File: src/rtl/interval_meter.sv
// Start/stop interval meter: counts clk cycles between a start and a stop pulse and
// presents the result over a valid/ready handshake. INTERVAL_METER_DROP_CNT_EN adds drop_cnt.
//
//   state | meaning
//   IDLE  | waiting for start; stop and res_ready ignored
//   COUNT | counting cycles until stop; start ignored
//   DONE  | result held on res_data/res_sat until res_ready
module interval_meter #(
    parameter int WIDTH = 10
) (
    input  logic             clk,
    input  logic             rst,
    input  logic             start,
    input  logic             stop,
    output logic             res_valid,
    input  logic             res_ready,
    output logic [WIDTH-1:0] res_data,
    output logic             res_sat,
`ifdef INTERVAL_METER_DROP_CNT_EN
    output logic [7:0]       drop_cnt,
`endif
    output logic             busy
);

    typedef enum logic [1:0] {
        IDLE  = 2'd0,
        COUNT = 2'd1,
        DONE  = 2'd2
    } state_t;

    localparam logic [WIDTH-1:0] CNT_MAX = '1;
    localparam logic [WIDTH-1:0] CNT_ONE = {{(WIDTH-1){1'b0}}, 1'b1};

    state_t           state;
    logic [WIDTH-1:0] cnt;

    always_ff @(posedge clk or posedge rst) begin
        if (rst) begin
            state     <= IDLE;
            cnt       <= '0;
            res_valid <= 1'b0;
            res_data  <= '0;
            res_sat   <= 1'b0;
            busy      <= 1'b0;
        end else begin
            case (state)
                IDLE: begin
                    if (start) begin
                        state <= COUNT;
                        cnt   <= CNT_ONE;
                        busy  <= 1'b1;
                    end
                end
                COUNT: begin
                    if (stop) begin
                        state     <= DONE;
                        res_data  <= cnt;
                        res_sat   <= (cnt == CNT_MAX);
                        res_valid <= 1'b1;
                        busy      <= 1'b0;
                    end else if (cnt != CNT_MAX) begin
                        cnt <= cnt + CNT_ONE;
                    end
                end
                DONE: begin
                    // res_data/res_sat keep their last value after the handshake
                    if (res_ready) begin
                        state     <= IDLE;
                        res_valid <= 1'b0;
                    end
                end
                default: begin
                    state     <= IDLE;
                    res_valid <= 1'b0;
                    busy      <= 1'b0;
                end
            endcase
        end
    end

`ifdef INTERVAL_METER_DROP_CNT_EN
    always_ff @(posedge clk or posedge rst) begin
        if (rst) begin
            drop_cnt <= 8'd0;
        end else if (start && (state != IDLE) && (drop_cnt != 8'hFF)) begin
            drop_cnt <= drop_cnt + 8'd1;
        end
    end
`endif

endmodule

File: config.mk
export PLATFORM = sky130hd
export DESIGN_NAME = interval_meter
export DESIGN_NICKNAME = d
export VERILOG_FILES = /design/src/rtl/interval_meter.sv
export SDC_FILE = /design/constraint.sdc
export NUM_CORES = 1
export LEC_CHECK = 0
export BUFFER_PORTS_ARGS = -buffer_cell sky130_fd_sc_hd__buf_2
export CORE_MARGIN = 1
export CORE_UTILIZATION = 30
export DETAILED_ROUTE_END_ITERATION = 10
export PLACE_DENSITY = 0.57
export SLEW_MARGIN = 40
export SYNTH_ARGS = -nofsm -noshare
export SYNTH_HDL_FRONTEND = slang
export SYNTH_SLANG_ARGS = --single-unit
File: constraint.sdc
create_clock -name clk -period 4.1 [get_ports clk]
set_clock_uncertainty 0.15 [all_clocks]
set_input_delay 0.41 -clock clk [delete_from_list [all_inputs] [get_ports clk]]
set_output_delay 0.41 -clock clk [all_outputs]
set_load 0.05 [all_outputs]
==> flow_metrics.env, run 1 <==
export IMPL_finalHoldViolCount=0
export IMPL_seq_area_frac_synth_pct=52.7
export IMPL_ys_types=35
export IMPL_core_area_um2=3720
export IMPL_cts_root_buf="clkbuf_8"
export IMPL_power_net_switching_uw=355
export IMPL_cp_max_fo=7
export IMPL_clock_latency_ns=0.27
export IMPL_fin_nets=128
export IMPL_cts_resized=0
export IMPL_intPower_uw=469
export IMPL_cp_arrival_ns=2.07
export IMPL_ant_nets=0
export IMPL_max_slew_margin_pct=63.0
export IMPL_r2r_start="cnt[0]$_DFFE_PP0P_"
export IMPL_crit_path_start_kind="flip-flop"
export IMPL_routed_via_density=5.13
export IMPL_drtIter0Drc=46
export IMPL_die_w_um=64.9
export IMPL_final_common_cell="dfrtp_1"
export IMPL_critical_path_required_ns=4.15
export IMPL_rr_worst_depth=5
export IMPL_dieArea_um2=4210
export IMPL_p_comb_share_pct=39.5
export IMPL_antenna_found_initial=0
export IMPL_setup_viol=0
export IMPL_r2r_setup_slack_ns=2.08
export IMPL_routed_wl_um=2310
export IMPL_portBuffers=17
export IMPL_overflow=0
export IMPL_fin_cells=169
export IMPL_vdd_drop_max_mv=0.183
export IMPL_rsz0062_at_grt="no"
export IMPL_std_cell_rows=22
export IMPL_p_sw_share_pct=43.1
export IMPL_grt_pass1_vias=868
export IMPL_r2r_end="cnt[7]$_DFFE_PP0P_"
export IMPL_layout_common_cells="dfrtp_1, buf_2, mux2_2"
export IMPL_final_layout_size_suffix_gt1_share_pct=29.8
export IMPL_clockPowerShare_pct=17.5
export IMPL_syn_nets=111
export IMPL_synth_edf_count=0
export IMPL_ioPinCount=18
export IMPL_end_kind="flip-flop"
export IMPL_finalSetupTns_ns=0
export IMPL_cts_tree="done"
export IMPL_ys_flop_type="dfrtp_1"
export IMPL_crit_start="cnt[0]$_DFFE_PP0P_"
export IMPL_cp_endpoint="cnt[7]$_DFFE_PP0P_"
export IMPL_fin_crit_ns=2.02
export IMPL_wl_per_cell_um=13.7
export IMPL_syn_area_um2=1190
export IMPL_synthCells=105
export IMPL_die_h_um=64.9
export IMPL_initial_core_util_pct=31.9
export IMPL_status="completed"
export IMPL_syn2layout_area_growth_pct=13.0
export IMPL_fmax_mhz=494
export IMPL_place_gp_congestion=0.891
export IMPL_synth_warnings=0
export IMPL_cts_hold_buf=0
export IMPL_cts_htree_levels=1
export IMPL_drv_cap=0
export IMPL_cts_buffer_depth=2
export IMPL_cts_reportedPaths_clkPinSlew_ns=0.08
export IMPL_p_leak_uw=0.000645
export IMPL_worst_pin_slew_ns=0.554
export IMPL_hp_class="primary input to async pin"
export IMPL_diodes=0
export IMPL_fill_cells=381
export IMPL_synth_seq_cells=25
export IMPL_dp_cells=165
export IMPL_cts_num_sinks=25
export IMPL_vias=867
export IMPL_maxSlewViolCount=0
export IMPL_grt_pass1_wl_um=3870
export IMPL_drc=0
export IMPL_grt_max_degree=26
export IMPL_cts_setup_buffers=0
export IMPL_syn_area_per_cell_um2=11.3
export IMPL_grtUsageTotal_pct=12.4
export IMPL_hold_worst_slack_ns=0.00777
export IMPL_critPathKind="flip-flop to flip-flop"
export IMPL_place_hpwl_um=1640
export IMPL_firstDrtPassIters=4
export IMPL_powerDensity_nw_per_um2=615
export IMPL_numCtsBuffers=3
export IMPL_synth_async_sr_flop_share_pct=100
export IMPL_seqPwrFrac_pct=43.0
export IMPL_fin_crit_sh_pct=49.4
[routing by layer]
layer	vias up	global-route usage (%)	share of wire, %
met5	-	0	0
li1	423	-	-
met3	3	2.11	4.4
met1	415	14.7	44
met4	0	9.44	1.9
met2	26	19.8	49
[flip-flops by register name, indices dropped and copies added, names as in the netlist]
register / count
busy: 1
cnt: 10
res_data: 10
res_sat: 1
res_valid: 1
state: 2
[cells by family (layout without fill, tap and decap cells)]
group                    after synthesis  after routing  synth area share, %
AO/OA/AOI/OAI                         27             27                 15.8
flip-flops                            25             25                 52.7
buffers and inverters                  8             24                 4.01
multiplexers                          11             11                 10.3
AND/OR/NAND/NOR                       33             33                 16.0
adder cells (fa/ha/maj)                1              1                 1.05
[area by class of cell]
class | count | area [um^2] | area share [%]
flip-flops and latches | 25 | 626 | 46.7
well taps | 48 | 60.1 | 4.48
clock buffers | 4 | 45.0 | 3.36
repair buffers | 17 | 85.1 | 6.35
inverters | 3 | 11.3 | 0.840
multi-input cells | 72 | 513 | 38.3
[synthesized netlist by cell type, drive strengths merged, types with 3 or more instances]
cell	count	share of area (%)
a21oi	5	2.1
and4	3	2.4
buf	4	2.7
dfrtp	25	53
inv	3	0.95
mux2	10	9.5
nand2	9	2.8
nand2b	4	2.7
nand3	5	2.1
nor2	3	0.95
o21ai	7	3.0
o31ai	3	1.9
[power by group through the flow]
| stage | Sequential (uW) | Combinational (uW) | Clock (uW) |
|---|---|---|---|
| after global placement | 357 | 322 | 0 |
| after floorplan | 446 | 160 | 0 |
| after global routing | 365 | 352 | 160 |
| after CTS | 355 | 327 | 151 |
| final | 354 | 326 | 144 |
| after detailed placement | 359 | 325 | 0 |
[worst max-delay path: stages, from the launching register on]
cell and delay, ns:
dfrtp_1 0.44, ha_1 0.26, and4_1 0.30, a311oi_2 0.46, a41oi_1 0.17, a31oi_1 0.17
[worst min-delay path by stage]
stage | cells past startpoint | startpoint | end | slack [ns]
2_1_floorplan | 1 | rst | busy$_DFFE_PP0P_ | 0.29
3_5_place_dp | 2 | rst | busy$_DFFE_PP0P_ | 0.32
6_report | 2 | rst | cnt[2]$_DFFE_PP0P_ | 0.008
5_1_grt | 2 | rst | busy$_DFFE_PP0P_ | 0.04
3_3_place_gp | 2 | res_valid$_DFFE_PP0P_ | res_valid$_DFFE_PP0P_ | 0.31
4_1_cts | 2 | rst | cnt[9]$_DFFE_PP0P_ | 0.03
[through the flow]
stage	total power (uW)	setup WS, ns	instance area, um^2	util [%]
after floorplan	606	2.11	1190	-
after global placement	678	2.19	1290	34.8
after detailed placement	685	2.12	1290	34.8
after CTS	832	2.10	1340	36.1
after global routing	877	1.91	1340	36.1
final	824	2.08	1340	36.1
(Power assumes the default switching activity.)
==> inputs of run 2 (changes only) <==
==> constraint.sdc (replaced) <==
create_clock -name clk -period 2 [get_ports clk]
set_clock_uncertainty 0.15 [all_clocks]
set_input_delay 0.2 -clock clk [delete_from_list [all_inputs] [get_ports clk]]
set_output_delay 0.2 -clock clk [all_outputs]
set_load 0.05 [all_outputs]
==> run 2 against run 1 <==
  * Final cell count rose by 4.7%
  * Worst hold slack gained 0.058 ns
  * Critical endpoint is now cnt[2]$_DFFE_PP0P_
  * Sequential power is 100% higher
  * Highest routed layer unchanged
  * Clock power grew 110%
  * Maximum frequency rose by 8.1%
  * Setup slack got worse by 1.9 ns
  * First-iteration DRC count rose by 30%
==> flow_metrics.env, run 2 (synthesis gave the netlist of run 1 again) <==
export IMPL_multiInputGateArea_um2=527
export IMPL_wl_per_cell_um=13.8
export IMPL_cts_reportedPaths_clkPinSlew_ns=0.08
export IMPL_top_regs="cnt (10), res_data (10), state (2)"
export IMPL_cp_arrival_ns=1.92
export IMPL_ioPinCount=18
export IMPL_initial_core_util_pct=31.9
export IMPL_drc=0
export IMPL_numCtsBuffers=3
export IMPL_syn2layout_area_growth_pct=19.7
export IMPL_powerDensity_nw_per_um2=1250
export IMPL_antenna_found_initial=0
export IMPL_layout_common_cells="dfrtp_1, buf_2, mux2_2"
export IMPL_fmax_mhz=534
export IMPL_grt_pass1_wl_um=4060
export IMPL_worst_pin_slew_ns=0.346
export IMPL_final_area_um2=1420
export IMPL_rsz0062_at_grt="no"
export IMPL_portBuffers=17
export IMPL_critPathKind="flip-flop to flip-flop"
export IMPL_routed_via_density=5.23
export IMPL_end_kind="flip-flop"
export IMPL_firstDrtPassIters=4
export IMPL_p_leak_uw=0.000688
export IMPL_grtUsageTotal_pct=12.7
export IMPL_cts_tree="done"
export IMPL_vias=925
export IMPL_core_area_um2=3720
export IMPL_setup_viol=0
export IMPL_max_slew_margin_pct=76.7
export IMPL_fin_crit_sh_pct=93.6
export IMPL_fin_crit_ns=1.87
export IMPL_final_layout_size_suffix_gt1_share_pct=33.3
export IMPL_crit_chain="ha_1 > and4_4 > a311oi_4 > buf_4 > a21oi_1 > a21oi_1"
export IMPL_cp_slowest_cell="a311oi_4"
export IMPL_cts_num_sinks=25
export IMPL_cts_buffer_depth=2
export IMPL_cts_htree_levels=1
export IMPL_drv_cap=0
export IMPL_status="completed"
export IMPL_std_cell_rows=22
export IMPL_routed_wl_um=2440
export IMPL_crit_top_cell="a21oi_1"
export IMPL_clock_latency_ns=0.27
export IMPL_vdd_drop_max_mv=0.411
export IMPL_fin_nets=136
export IMPL_diodes=0
export IMPL_placed_cell_area_um2=1330
export IMPL_grt_max_degree=26
export IMPL_grt_pass1_vias=876
export IMPL_overflow=0
export IMPL_fill_cells=377
export IMPL_finalSetupTns_ns=0
export IMPL_maxSlewViolCount=0
export IMPL_critical_path_required_ns=2.05
export IMPL_crit_path_start_kind="flip-flop"
export IMPL_dieArea_um2=4210
export IMPL_die_w_um=64.9
export IMPL_cts_root_buf="clkbuf_8"
export IMPL_slowest_delay_ns=0.40
export IMPL_cp_max_fo=7
export IMPL_finalHoldViolCount=0
export IMPL_place_hpwl_um=1640
export IMPL_hp_class="primary input to flip-flop"
export IMPL_drtIter0Drc=60
export IMPL_place_gp_congestion=0.892
export IMPL_hold_worst_slack_ns=0.0662
export IMPL_p_total_uw=1770
export IMPL_die_h_um=64.9
export IMPL_ant_nets=0
export IMPL_final_common_cell="dfrtp_1"
export IMPL_seq_area_um2=626
run 2: cell types whose count changed in the layout (fill, tap and decap cells not counted), sizes merged:
cell	before	now
buf	17	23
clkbuf	4	3
clkinv	0	1
dlygate4sd3	0	2
run 2: metrics by stage:
step / instances / utilization, % / setup WS (ns)
after floorplan: 105 / - / 0.0139
after global placement: 170 / 35.9 / 0.154
after detailed placement: 170 / 35.9 / 0.0679
after CTS: 176 / 37.6 / 0.0327
after global routing: 177 / 38.2 / 0.00735
final: 177 / 38.2 / 0.128
run 2: routing by layer:
metal / up-vias / track usage [%] / part of all wire [%]
met5: - / 0 / 0
met4: 0 / 9.72 / 2.0
met3: 5 / 1.58 / 3.8
met2: 37 / 19.8 / 49
met1: 443 / 15.9 / 45
li1: 440 / - / -
run 2: what timing repair did:
action	4_1_cts	5_1_grt
resized for setup	0	3
hold endpoints to repair	26	0
hold buffers	2	0
buffers inserted	0	1
setup endpoints to repair	0	3
run 2: path summary, 6_finish.rpt:
kind / from / to / slack, ns / cells after the start
max reg2reg: cnt[0]$_DFFE_PP0P_ / cnt[2]$_DFFE_PP0P_ / 0.13 / 6
min reg2reg: res_valid$_DFFE_PP0P_ / res_valid$_DFFE_PP0P_ / 0.33 / 2
min: stop / cnt[8]$_DFFE_PP0P_ / 0.07 / 2
max in group asynchronous: rst / busy$_DFFE_PP0P_ / 1.11 / 4
min in group asynchronous: rst / state[1]$_DFFE_PP0P_ / 0.36 / 4
max: cnt[0]$_DFFE_PP0P_ / cnt[2]$_DFFE_PP0P_ / 0.13 / 6
run 2: cell type report:
type	count	area share, %
Sequential cell	25	44.1
Clock inverter	1	0.352
Tap cell	48	4.23
Inverter	3	0.793
Multi-Input combinational cell	72	37.1
Timing Repair Buffer	25	10.6
Clock buffer	3	2.91
run 2: report_power, final:
part,total (uW),switching [uW],internal (uW),leakage [uW]
clock network,298,158,140,0.0000255
logic,752,495,256,0.000331
registers,719,104,614,0.000331
run 2: critical path: cells and delay by family (launching register included):
| family | cells | cell delay, ns |
|---|---|---|
| fa+ha+maj | 1 | 0.26 |
| compound gates | 3 | 0.58 |
| flops | 1 | 0.39 |
| buf+inv | 1 | 0.18 |
| simple gates | 1 | 0.25 |
==> inputs of run 3 (changes only) <==
--- a/config.mk
+++ b/config.mk
@@ -9,7 +9,7 @@
 export CORE_MARGIN = 1
 export CORE_UTILIZATION = 30
 export DETAILED_ROUTE_END_ITERATION = 10
-export PLACE_DENSITY = 0.57
+export PLACE_DENSITY_LB_ADDON = 0.1
 export SLEW_MARGIN = 40
 export SYNTH_ARGS = -nofsm -noshare
 export SYNTH_HDL_FRONTEND = slang
==> run 3 against run 2 <==
  * Maximum frequency fell by 3.2%
  * Sequential power is essentially flat
  * Combinational power shrank 3.5%
  * Die area did not move
  * Critical endpoint is now cnt[4]$_DFFE_PP0P_
  * Sequential cell count is the same
  * Via count fell by 3.2%
  * Non-clock buffer count shrank 1
  * Setup slack lost 0.061 ns
  * Highest routed layer unchanged
==> flow_metrics.env, run 3 (synthesis gave the netlist of run 1 again) <==
export IMPL_crit_chain="ha_1 > and4_1 > and4_4 > nand2b_4 > a221o_1"
export IMPL_max_slew_margin_pct=77.0
export IMPL_final_layout_size_suffix_gt1_share_pct=32.0
export IMPL_slowest_delay_ns=0.44
export IMPL_core_area_um2=3720
export IMPL_placed_cell_area_um2=1330
export IMPL_die_w_um=64.9
export IMPL_final_area_um2=1410
export IMPL_cp_max_fo=6
export IMPL_critical_path_required_ns=2.01
export IMPL_place_gp_congestion=0.758
export IMPL_status="completed"
export IMPL_portBuffers=17
export IMPL_place_hpwl_um=1670
export IMPL_cts_tree="done"
export IMPL_cts_reportedPaths_clkPinSlew_ns=0.09
export IMPL_cp_arrival_ns=1.94
export IMPL_r2r_setup_slack_ns=0.07
export IMPL_maxSlewViolCount=0
export IMPL_drtIter0Drc=40
export IMPL_numCtsBuffers=3
export IMPL_crit_buf_inv=0
export IMPL_diodes=0
export IMPL_wl_per_cell_um=13.6
export IMPL_p_leak_uw=0.000682
export IMPL_setup_viol=0
export IMPL_fin_nets=135
export IMPL_routed_via_density=5.09
export IMPL_cts_setup_buffers=0
export IMPL_power_net_switching_uw=743
export IMPL_routed_wl_um=2390
export IMPL_top_regs="cnt (10), res_data (10), state (2)"
export IMPL_fin_crit_sh_pct=96.7
export IMPL_cts_htree_levels=1
export IMPL_cts_buffer_depth=2
export IMPL_fin_crit_ns=1.93
export IMPL_cts_root_buf="clkbuf_8"
export IMPL_syn2layout_area_growth_pct=18.9
export IMPL_grt_pass1_vias=855
export IMPL_crit_path_start_kind="flip-flop"
export IMPL_crit_family="simple AND/OR/NAND/NOR gates"
export IMPL_cp_slowest_cell="dfrtp_1"
export IMPL_clock_latency_ns=0.27
export IMPL_finalSetupTns_ns=0
export IMPL_overflow=0
export IMPL_drc=0
export IMPL_grtUsageTotal_pct=12.6
export IMPL_powerDensity_nw_per_um2=1230
export IMPL_rsz0062_at_grt="no"
export IMPL_dieArea_um2=4210
export IMPL_vias=895
export IMPL_ant_nets=0
export IMPL_grt_max_degree=26
export IMPL_critPathKind="flip-flop to flip-flop"
export IMPL_final_common_cell="dfrtp_1"
export IMPL_p_sw_share_pct=42.7
export IMPL_end_kind="flip-flop"
export IMPL_worst_pin_slew_ns=0.342
export IMPL_vdd_drop_max_mv=0.822
export IMPL_drv_cap=0
export IMPL_grt_pass1_wl_um=4060
export IMPL_intPower_uw=996
export IMPL_p_total_uw=1740
export IMPL_ioPinCount=18
export IMPL_clockPowerShare_pct=17.1
export IMPL_cts_num_sinks=25
export IMPL_die_h_um=64.9
export IMPL_fill_cells=391
export IMPL_finalHoldViolCount=0
export IMPL_seqPwrFrac_pct=41.2
export IMPL_layout_common_cells="dfrtp_1, buf_2, mux2_2"
export IMPL_p_comb_share_pct=41.7
export IMPL_fmax_mhz=517
export IMPL_seq_area_um2=626
export IMPL_std_cell_rows=22
export IMPL_initial_core_util_pct=31.9
export IMPL_multiInputGateArea_um2=524
export IMPL_firstDrtPassIters=4
export IMPL_hp_class="primary input to flip-flop"
export IMPL_antenna_found_initial=0
-- run 3: worst paths after layout --
path | from | end | cells after the start
setup / recovery | cnt[1]$_DFFE_PP0P_ | cnt[4]$_DFFE_PP0P_ | 5
hold / removal | start | busy$_DFFE_PP0P_ | 3
setup reg to reg | cnt[1]$_DFFE_PP0P_ | cnt[4]$_DFFE_PP0P_ | 5
hold reg to reg | res_sat$_DFFE_PP0P_ | res_sat$_DFFE_PP0P_ | 2
max in group asynchronous | rst | res_sat$_DFFE_PP0P_ | 4
min in group asynchronous | rst | res_data[1]$_DFFE_PP0P_ | 4
-- run 3: through the flow --
stage               util (%)  setup slack (ns)  instances  hold WS (ns)
floorplan                  -            0.0139        105        0.0773
global placement        35.9             0.171        170         0.116
detailed placement      35.9             0.111        170         0.122
CTS                     37.6            0.0864        176        0.0540
global route            37.9            0.0119        176        0.0846
finish                  37.9            0.0667        176        0.0894
-- run 3: tightest hold or removal path, stage by stage --
cell       delay [ns]
buf_2            0.09
a21oi_1          0.05
o2bb2ai_1        0.13
-- run 3: per-layer routing --
| layer | GRT usage [%] | vias up | part of all wire [%] |
|---|---|---|---|
| met5 | 0 | - | 0 |
| met4 | 5.00 | 0 | 0.75 |
| met3 | 2.64 | 2 | 2.8 |
| met2 | 19.4 | 13 | 48 |
| met1 | 17.2 | 444 | 49 |
| li1 | - | 436 | - |
-- run 3: power groups by stage --
stage	Clock, uW	Sequential (uW)	Combinational (uW)
after floorplan	0	914	329
after global placement	0	724	722
after detailed placement	0	730	718
after CTS	315	720	724
after global routing	333	735	784
final	297	717	726
-- run 3: final cells by class --
| class | instances | area share [%] |
|---|---|---|
| multi-input cells | 72 | 37.2 |
| well taps | 48 | 4.26 |
| clock inverters | 1 | 0.355 |
| inverters | 3 | 0.799 |
| clock buffers | 3 | 2.93 |
| repair buffers | 24 | 10.1 |
| flip-flops and latches | 25 | 44.4 |
-- run 3: what timing repair did --
action                                  CTS  global route
hold buffers                              2             0
hold endpoints to repair                 26             0
gates resized for setup                   0             1
endpoints found under the setup margin    0             1
